### config.mk
export PLATFORM = sky130hd
export DESIGN_NAME = oam_dma_flat
export DESIGN_NICKNAME = d
export VERILOG_FILES = /design/src/rtl/oam_dma_pkg.sv /design/src/rtl/oam_dma_if.sv /design/src/rtl/oam_dma.sv /design/src/flat_wrapper.sv
export SDC_FILE = /design/constraint.sdc
export NUM_CORES = 1
export LEC_CHECK = 0
export BUFFER_PORTS_ARGS = -buffer_cell sky130_fd_sc_hd__buf_2
export CAP_MARGIN = 20
export CORE_MARGIN = 2
export CORE_UTILIZATION = 46
export CTS_CLUSTER_SIZE = 40
export DETAILED_ROUTE_END_ITERATION = 6
export PLACE_DENSITY_LB_ADDON = 0.08
export REMOVE_ABC_BUFFERS = 1
export SKIP_LAST_GASP = 1
export SLEW_MARGIN = 20
export SYNTH_ARGS = -nofsm -noshare
export SYNTH_HDL_FRONTEND = slang
export SYNTH_SLANG_ARGS = --single-unit
### constraint.sdc
create_clock -name clk -period 1.8 [get_ports clk]
set_input_delay 0.09 -clock clk [delete_from_list [all_inputs] [get_ports clk]]
set_output_delay 0.09 -clock clk [all_outputs]
set_load 0.02 [all_outputs]
### src/rtl/oam_dma_pkg.sv
// oam_dma_pkg: shared constants, state encoding and source-page mapping for the OAM DMA engine.
// Optional feature macro: DMA_ECHO_MAP_EN (source pages E0..FF fold onto the WRAM echo).
package oam_dma_pkg;

    localparam logic [15:0] REG_DMA  = 16'hFF46;
    localparam int          OAM_SIZE = 160;

    typedef enum logic [1:0] {IDLE, START, XFER} state_e;

    function automatic logic [7:0] src_page(input logic [7:0] hi);
`ifdef DMA_ECHO_MAP_EN
        return (hi >= 8'hE0) ? (hi & 8'hDF) : hi;
`else
        return hi;
`endif
    endfunction

endpackage

### src/rtl/oam_dma_if.sv
// oam_dma_if: CPU register port, source read bus and OAM write bus of the OAM DMA engine.
interface oam_dma_if;

    logic [15:0] cpu_addr;
    logic [7:0]  cpu_data_in;
    logic        cpu_write;
    logic [7:0]  reg_data;
    logic        reg_data_active;
    logic        busy;
    logic [15:0] dma_addr;
    logic        dma_read;
    logic [7:0]  dma_data_in;
    logic [7:0]  oam_addr;
    logic [7:0]  oam_data;
    logic        oam_write;

    modport master (
        input  cpu_addr, cpu_data_in, cpu_write, dma_data_in,
        output reg_data, reg_data_active, busy, dma_addr, dma_read, oam_addr, oam_data, oam_write
    );

    modport slave (
        output cpu_addr, cpu_data_in, cpu_write, dma_data_in,
        input  reg_data, reg_data_active, busy, dma_addr, dma_read, oam_addr, oam_data, oam_write
    );

endinterface

### src/rtl/oam_dma.sv
// oam_dma: copies a LENGTH-byte source page into OAM after a write to the DMA register.
// Optional feature macro: DMA_ECHO_MAP_EN (handled in oam_dma_pkg::src_page).
module oam_dma
    import oam_dma_pkg::*;
#(
    parameter logic [15:0] REG_ADDR        = REG_DMA,
    parameter int          LENGTH          = OAM_SIZE,
    parameter int          CYCLES_PER_BYTE = 4,
    parameter int          START_DELAY     = 4
) (
    input  logic       clk,
    input  logic       reset,
    oam_dma_if.master  bus
);

    state_e      state_q, state_d;
    logic [7:0]  reg_q, reg_d;
    logic [7:0]  idx_q, idx_d;
    logic [7:0]  cnt_q, cnt_d;
    logic [15:0] dma_addr_q, dma_addr_d;
    logic [7:0]  oam_addr_q, oam_addr_d;
    logic [7:0]  oam_data_q, oam_data_d;
    logic        trig, rd, wr;

    assign trig                = bus.cpu_write && bus.cpu_addr == REG_ADDR;
    assign bus.reg_data        = reg_q;
    assign bus.reg_data_active = bus.cpu_addr == REG_ADDR;
    assign bus.busy            = state_q != IDLE;
    assign bus.dma_read        = rd;
    assign bus.oam_write       = wr;
    assign bus.dma_addr        = dma_addr_d;
    assign bus.oam_addr        = oam_addr_d;
    assign bus.oam_data        = oam_data_d;

    // Next state: start delay, per-byte slot sequencing, and a trigger that overrides everything.
    always_comb begin
        state_d    = state_q;
        reg_d      = reg_q;
        idx_d      = idx_q;
        cnt_d      = cnt_q + 8'd1;
        rd         = 1'b0;
        wr         = 1'b0;
        case (state_q)
            START: if (cnt_q == 8'(START_DELAY - 1)) begin
                state_d = XFER;
                cnt_d   = '0;
            end
            XFER: begin
                rd = cnt_q == 8'd0;
                wr = cnt_q == 8'd1;
                if (cnt_q == 8'(CYCLES_PER_BYTE - 1)) begin
                    cnt_d   = '0;
                    idx_d   = idx_q + 8'd1;
                    state_d = (idx_q == 8'(LENGTH - 1)) ? IDLE : XFER;
                end
            end
            default: cnt_d = cnt_q;
        endcase
        if (trig) begin
            state_d = START;
            reg_d   = bus.cpu_data_in;
            idx_d   = '0;
            cnt_d   = '0;
        end
        dma_addr_d = rd ? {src_page(reg_q), idx_q} : dma_addr_q;
        oam_addr_d = wr ? idx_q : oam_addr_q;
        oam_data_d = wr ? bus.dma_data_in : oam_data_q;
    end

    // State and held bus values; reset aborts any transfer in flight.
    always_ff @(posedge clk) begin
        if (reset) begin
            state_q    <= IDLE;
            reg_q      <= 8'hFF;
            idx_q      <= '0;
            cnt_q      <= '0;
            dma_addr_q <= '0;
            oam_addr_q <= '0;
            oam_data_q <= '0;
        end else begin
            state_q    <= state_d;
            reg_q      <= reg_d;
            idx_q      <= idx_d;
            cnt_q      <= cnt_d;
            dma_addr_q <= dma_addr_d;
            oam_addr_q <= oam_addr_d;
            oam_data_q <= oam_data_d;
        end
    end

endmodule
### src/flat_wrapper.sv
// flat-port wrapper written by rule: the top's interface ports become plain ports
module oam_dma_flat import oam_dma_pkg::*;
#(
    parameter logic [15:0] REG_ADDR        = REG_DMA,
    parameter int          LENGTH          = OAM_SIZE,
    parameter int          CYCLES_PER_BYTE = 4,
    parameter int          START_DELAY     = 4
)
  (clk, reset, bus_cpu_addr, bus_cpu_data_in, bus_cpu_write, bus_dma_data_in, bus_reg_data, bus_reg_data_active, bus_busy, bus_dma_addr, bus_dma_read, bus_oam_addr, bus_oam_data, bus_oam_write);
  oam_dma_if bus_i ();
  input  logic clk;
  input  logic reset;
  input wire logic [$bits(bus_i.cpu_addr)-1:0] bus_cpu_addr;
  input wire logic [$bits(bus_i.cpu_data_in)-1:0] bus_cpu_data_in;
  input wire logic [$bits(bus_i.cpu_write)-1:0] bus_cpu_write;
  input wire logic [$bits(bus_i.dma_data_in)-1:0] bus_dma_data_in;
  output wire logic [$bits(bus_i.reg_data)-1:0] bus_reg_data;
  output wire logic [$bits(bus_i.reg_data_active)-1:0] bus_reg_data_active;
  output wire logic [$bits(bus_i.busy)-1:0] bus_busy;
  output wire logic [$bits(bus_i.dma_addr)-1:0] bus_dma_addr;
  output wire logic [$bits(bus_i.dma_read)-1:0] bus_dma_read;
  output wire logic [$bits(bus_i.oam_addr)-1:0] bus_oam_addr;
  output wire logic [$bits(bus_i.oam_data)-1:0] bus_oam_data;
  output wire logic [$bits(bus_i.oam_write)-1:0] bus_oam_write;
  assign bus_i.cpu_addr = bus_cpu_addr;
  assign bus_i.cpu_data_in = bus_cpu_data_in;
  assign bus_i.cpu_write = bus_cpu_write;
  assign bus_i.dma_data_in = bus_dma_data_in;
  assign bus_reg_data = bus_i.reg_data;
  assign bus_reg_data_active = bus_i.reg_data_active;
  assign bus_busy = bus_i.busy;
  assign bus_dma_addr = bus_i.dma_addr;
  assign bus_dma_read = bus_i.dma_read;
  assign bus_oam_addr = bus_i.oam_addr;
  assign bus_oam_data = bus_i.oam_data;
  assign bus_oam_write = bus_i.oam_write;
  oam_dma #(.REG_ADDR(REG_ADDR), .LENGTH(LENGTH), .CYCLES_PER_BYTE(CYCLES_PER_BYTE), .START_DELAY(START_DELAY)) u_core (.clk(clk), .reset(reset), .bus(bus_i));
endmodule
# ---- Word level (Yosys, flattened, before mapping)
# Index checks and enable logic that the tools add are counted.
dict set report classes {
  add_sub_neg 2
  n_eq_ne 10
  n_reduce_logical 10
  mux 11
}
# operator n
set ops {}
lappend ops {{two-way mux 8 bit} 3}
lappend ops {{adder 8 x 1 -> 8 bit, second input constant} 2}
lappend ops {{== test 16 bit, second input constant} 1}
lappend ops {{two-way mux 16 bit} 1}
lappend ops {{== test 8 x 1 -> 1 bit, second input constant} 1}
lappend ops {{== test 8 x 2 -> 1 bit, second input constant} 1}
lappend ops {{== test 8 bit, second input constant} 1}
lappend ops {{zero test 8 bit} 1}
lappend ops {{two-way mux 2 bit} 3}
lappend ops {{!= test 3 x 1 -> 1 bit, second input constant} 2}
lappend ops {{AND reduction 3 bit} 2}
lappend ops {{!= test 2 x 1 -> 1 bit, second input constant} 2}
lappend ops {{case mux 2 bit (2 select lines)} 1}
lappend ops {{nonzero test 2 bit} 2}
lappend ops {{OR reduction 2 bit} 2}
lappend ops {{two-way mux 1 bit} 3}
lappend ops {{nonzero test 3 bit} 1}
lappend ops {{== test 2 x 1 -> 1 bit, second input constant} 1}
lappend ops {{== test 2 bit, second input constant} 1}
lappend ops {{AND reduction 2 bit} 1}
lappend ops {{logical AND 1 bit} 1}
dict set report totals {
  in_bits 35
  register_bits 58
  word_cells 41
  output_inout_bits 44
}

# ---- Logic depth before layout (Yosys ltp)
dict set report logic_depth {
  word_depth 5
  ltp_mapped 7
  ltp_nobuf 6
}

# ---- Least setup slack after synthesis
# OpenSTA, ideal clock, no wires.
dict set report synth_timing {
  path_kind {input to register}
  from {in bus_cpu_addr[5]}
  to {reg u_core.idx_q[4]}
  cell_stages 6
  setup_time_ns 0.115
  n_path_buf 2
  arrival_ns 1.760
  path_slack_ns -0.075
  required_time_ns 1.685
  cell_sequence {or4b_1 -> nor4_2 -> a21o_1 -> buf_2 -> buf_6 -> nor2_1}
}
dict set report synth_via {
  elab_chain_cells 3
}
# item line
set synth_rtl {}
lappend synth_rtl {{start, declared} flat_wrapper.sv:13} ;# input wire logic [$bits(bus_i.cpu_addr)-1:0] bus_cpu_addr;
lappend synth_rtl {{== test 16 bit} n/a}
lappend synth_rtl {{via bus_reg_data_active} flat_wrapper.sv:18} ;# output wire logic [$bits(bus_i.reg_data_active)-1:0] bus_reg_data_active;
lappend synth_rtl {{logical AND 1 bit} oam_dma.sv:25} ;# assign trig = bus.cpu_write && bus.cpu_addr == REG_ADDR;
lappend synth_rtl {{OR reduction 2 bit (no line)} n/a}
lappend synth_rtl {{end signal, assigned} oam_dma.sv:83} ;# idx_q <= idx_d;
lappend synth_rtl {{end, declared} oam_dma.sv:18} ;# logic [7:0] idx_q, idx_d;
# The timed path passes the listed nets, and every way through them passes these cells.
# A chain may end at the register's enable or synchronous reset.

# ---- Final worst setup path
dict set report layout_timing {
  from {reg u_core.cnt_q[4]}
  to {out bus_dma_addr[6]}
}
dict set report layout_via {
  elab_chain_cells 3
}
# item line
set layout_rtl {}
lappend layout_rtl {{start, declared} oam_dma.sv:19} ;# logic [7:0] cnt_q, cnt_d;
lappend layout_rtl {{start signal, assigned} oam_dma.sv:84} ;# cnt_q <= cnt_d;
lappend layout_rtl {{zero test 8 bit} oam_dma.sv:49} ;# rd = cnt_q == 8'd0;
lappend layout_rtl {{two-way mux 1 bit} oam_dma.sv:43} ;# case (state_q)
lappend layout_rtl {{two-way mux 16 bit} oam_dma.sv:65} ;# dma_addr_d = rd ? {src_page(reg_q), idx_q} : dma_addr_q;
lappend layout_rtl {{end, declared} flat_wrapper.sv:20} ;# output wire logic [$bits(bus_i.dma_addr)-1:0] bus_dma_addr;
# No other way between the ends.

==> run summary <==
Slew Viols, Final - 0
CORE AREA - 5540 µm²
main flop type after synthesis - dfxtp_1
post-synth top area share - 0.436
synthesized area per cell - 10.6 µm²
Final Cycle Share - 1.14
Worst VDD drop - 478 µV
Yosys reg bits - 58
GPL Wtd Cong - 0.800
DR WL/cell - 12.9 µm
outcome - complete, but fails checks
antenna violations before repair - 0
H-tree Lvls - 3
Yosys Warn Count - 0
commonest cells in the netlist - 58 x dfxtp_1, 36 x nor2_1, 30 x nor2b_1
pre-CTS setup slack - 0.0195 ns
fin crit period - 2.06 ns
Slew HR - 0.651
fin worst setup slack - -0.259 ns
clk buf depth - 2
Post-route DRC - 0
highest clock rate - 486 MHz
share of cells above drive strength 1 - 0.438
die height - 80.1 µm
Root Buffer - clkbuf_8
ANT cells - 0
Worst Setup End Kind - output pin
most frequent cell after synthesis - dfxtp_1
number of synthesized flops with an enable pin - 0
post-route ant nets - 0
final wirelength - 5.49 mm
Final Non-Filler Cells - 426
filler cell count - 463
number of vias per cell - 4.81
Async S/R FF share, synth - 0
Site Rows - 27
clock sinks - 58
Clk Latency, worst-skew pair - 0.34 ns
GRT Overall Usage - 0.176
largest net degree at the start of global routing - 49
Starting DRT DRC Count - 60
Hold Vio Cnt, Final - 0
vias in the first global route - 1,886
actual slew at the worst max-slew pin - 0.523 ns
Max-Cap Viols - 0
global-route wire length before repair - 8.64 mm
RSZ-0062 raised after global routing - true
Netlist cell types - 37
area of the multi-input gates - 1420 µm²
Leak Pwr - 1.61 nW
full die area - 6410 µm²
final setup vio count - 33
# IOs - 79
CTS tree - yes
CP Cell Sequence - nor4_4 > buf_12 > nand4_4 > clkbuf_16 > mux2_4 > buf_6
crit path DAT - 1.97 ns
CP Launch Type - register
hpwl dp - 3.72 mm
total CTS buffers - 9
delay-heaviest family, CP - buffers and inverters
Critical Path Slowest Stage Cell - dfxtp_4
vias after detailed routing - 2,050
Register Area - 1170 µm²
clk slew on worst S/H paths - 0.07 ns
router iterations before antenna repair - 4
PortBufs - 78
Cell Area, Synth - 2660 µm²
Initial Util - 0.480
Pwr Density - 764 nW/µm²
Mapped Cells - 251
sequential area share after synthesis - 0.436
failing checks - setup timing
WS Path Type - register to output pin
skew final - 0.00666 ns
largest cells by area after synthesis - dfxtp_1 44%, mux2_4 9.0%, nor2b_1 7.1%, mux2_2 6.8%, nor2_1 5.1%
grt total ovfl - 0
CP max stage delay - 0.37 ns
Final nets - 391
Die Span X - 80.1 µm
WP data required - 1.71 ns
Syn-to-layout area delta - 33.5%
CP Buf/Inv Count - 3
Hold WC Path Type - primary input to register
largest area contributor in the netlist - dfxtp_1
Inst Count DP - 404
Max FO, Critical Path - 8
-- final timing paths --
kind / startpoint / depth (start not counted) / end / slack (ns)
max: u_core.cnt_q[4] / 6 / bus_dma_addr[6] / -0.26
min: bus_cpu_data_in[1] / 3 / u_core.bus.reg_data[1] / 0.02
max reg2reg: u_core.cnt_q[4] / 6 / u_core.dma_addr_q[8] / 0.04
min reg2reg: u_core.state_q[0] / 2 / u_core.state_q[0] / 0.51
-- report_power, final --
part	total [mW]	internal, mW	switching (mW)
clock network	1.03	0.528	0.506
registers	1.32	1.31	0.0102
logic	0.364	0.194	0.170
total	2.71	2.03	0.687
-- repair_timing --
item,CTS,global route
hold buffers,3,0
gates cloned,0,1
gates resized for setup,1,21
buffers inserted,0,2
pin swaps,0,2
endpoints found under the setup margin,32,36
endpoints found under the hold margin,3,0
-- area by class of cell --
class                   instances  area share
clock inverters                 5     0.00845
repair buffers                 98       0.189
flip-flops and latches         58       0.329
inverters                       8     0.00845
clock buffers                  11      0.0398
well taps                      72      0.0254
multi-input cells             174       0.400
-- sequential cells by signal, summed over array words and instances (netlist names) --
signal and count:
u_core.bus.reg_data 8, u_core.idx_q 8, u_core.oam_addr_q 8, u_core.cnt_q 8, u_core.oam_data_q 8, u_core.state_q 2
u_core.dma_addr_q 16
-- placed cells by master (no fill, tap or decap), types with 3 or more instances in the layout --
cell type	count
a21oi_1	3
buf_12	5
buf_2	71
buf_4	11
buf_6	7
clkbuf_8	10
clkinv_2	3
dfxtp_1	55
dlygate4sd3_1	3
ha_1	7
inv_1	8
mux2_2	16
mux2_4	16
mux2i_1	11
nand2_1	4
nand4_1	9
nor2_1	36
nor2b_1	30
or3_1	3
xnor2_1	6
xor2_1	4
-- cells by family after synthesis --
logic type	Yosys count	share of synthesized area
fa+ha+maj	7	0.0329
xor+xnor	10	0.0329
simple gates	103	0.236
mux	43	0.199
compound gates	11	0.0259
buf+inv	19	0.0371
flops	58	0.436
-- metal layers --
layer  vias up  global-route usage  wire length (µm)
met1       946               0.205              2470
met3         9              0.0719               284
met2        42               0.294              2660
met5         -                   0                 0
met4         0              0.0593                76
li1       1053                   -                 -
-- through the flow --
stage / hold WS (ns) / power (mW) / util / TNS [ns] / area [µm²]
CTS: 0.00203 / 2.71 / 0.622 / -7.18 / 3440
detailed placement: 0.290 / 1.66 / 0.585 / 0 / 3240
floorplan: 0.154 / 1.53 / - / -4.09 / 2590
global route: 0.0126 / 2.85 / 0.641 / -8.90 / 3550
global placement: 0.290 / 1.66 / 0.585 / 0 / 3240
finish: 0.0180 / 2.71 / 0.641 / -7.19 / 3550
-- worst register-to-register path: cells and delay by family (launching register included) --
kind,cells,cell delay (ns)
AND/OR/NAND/NOR,3,0.58
multiplexers,1,0.31
buffers and inverters,2,0.38
flip-flops,1,0.37
Power figures use the tool's default switching activity.
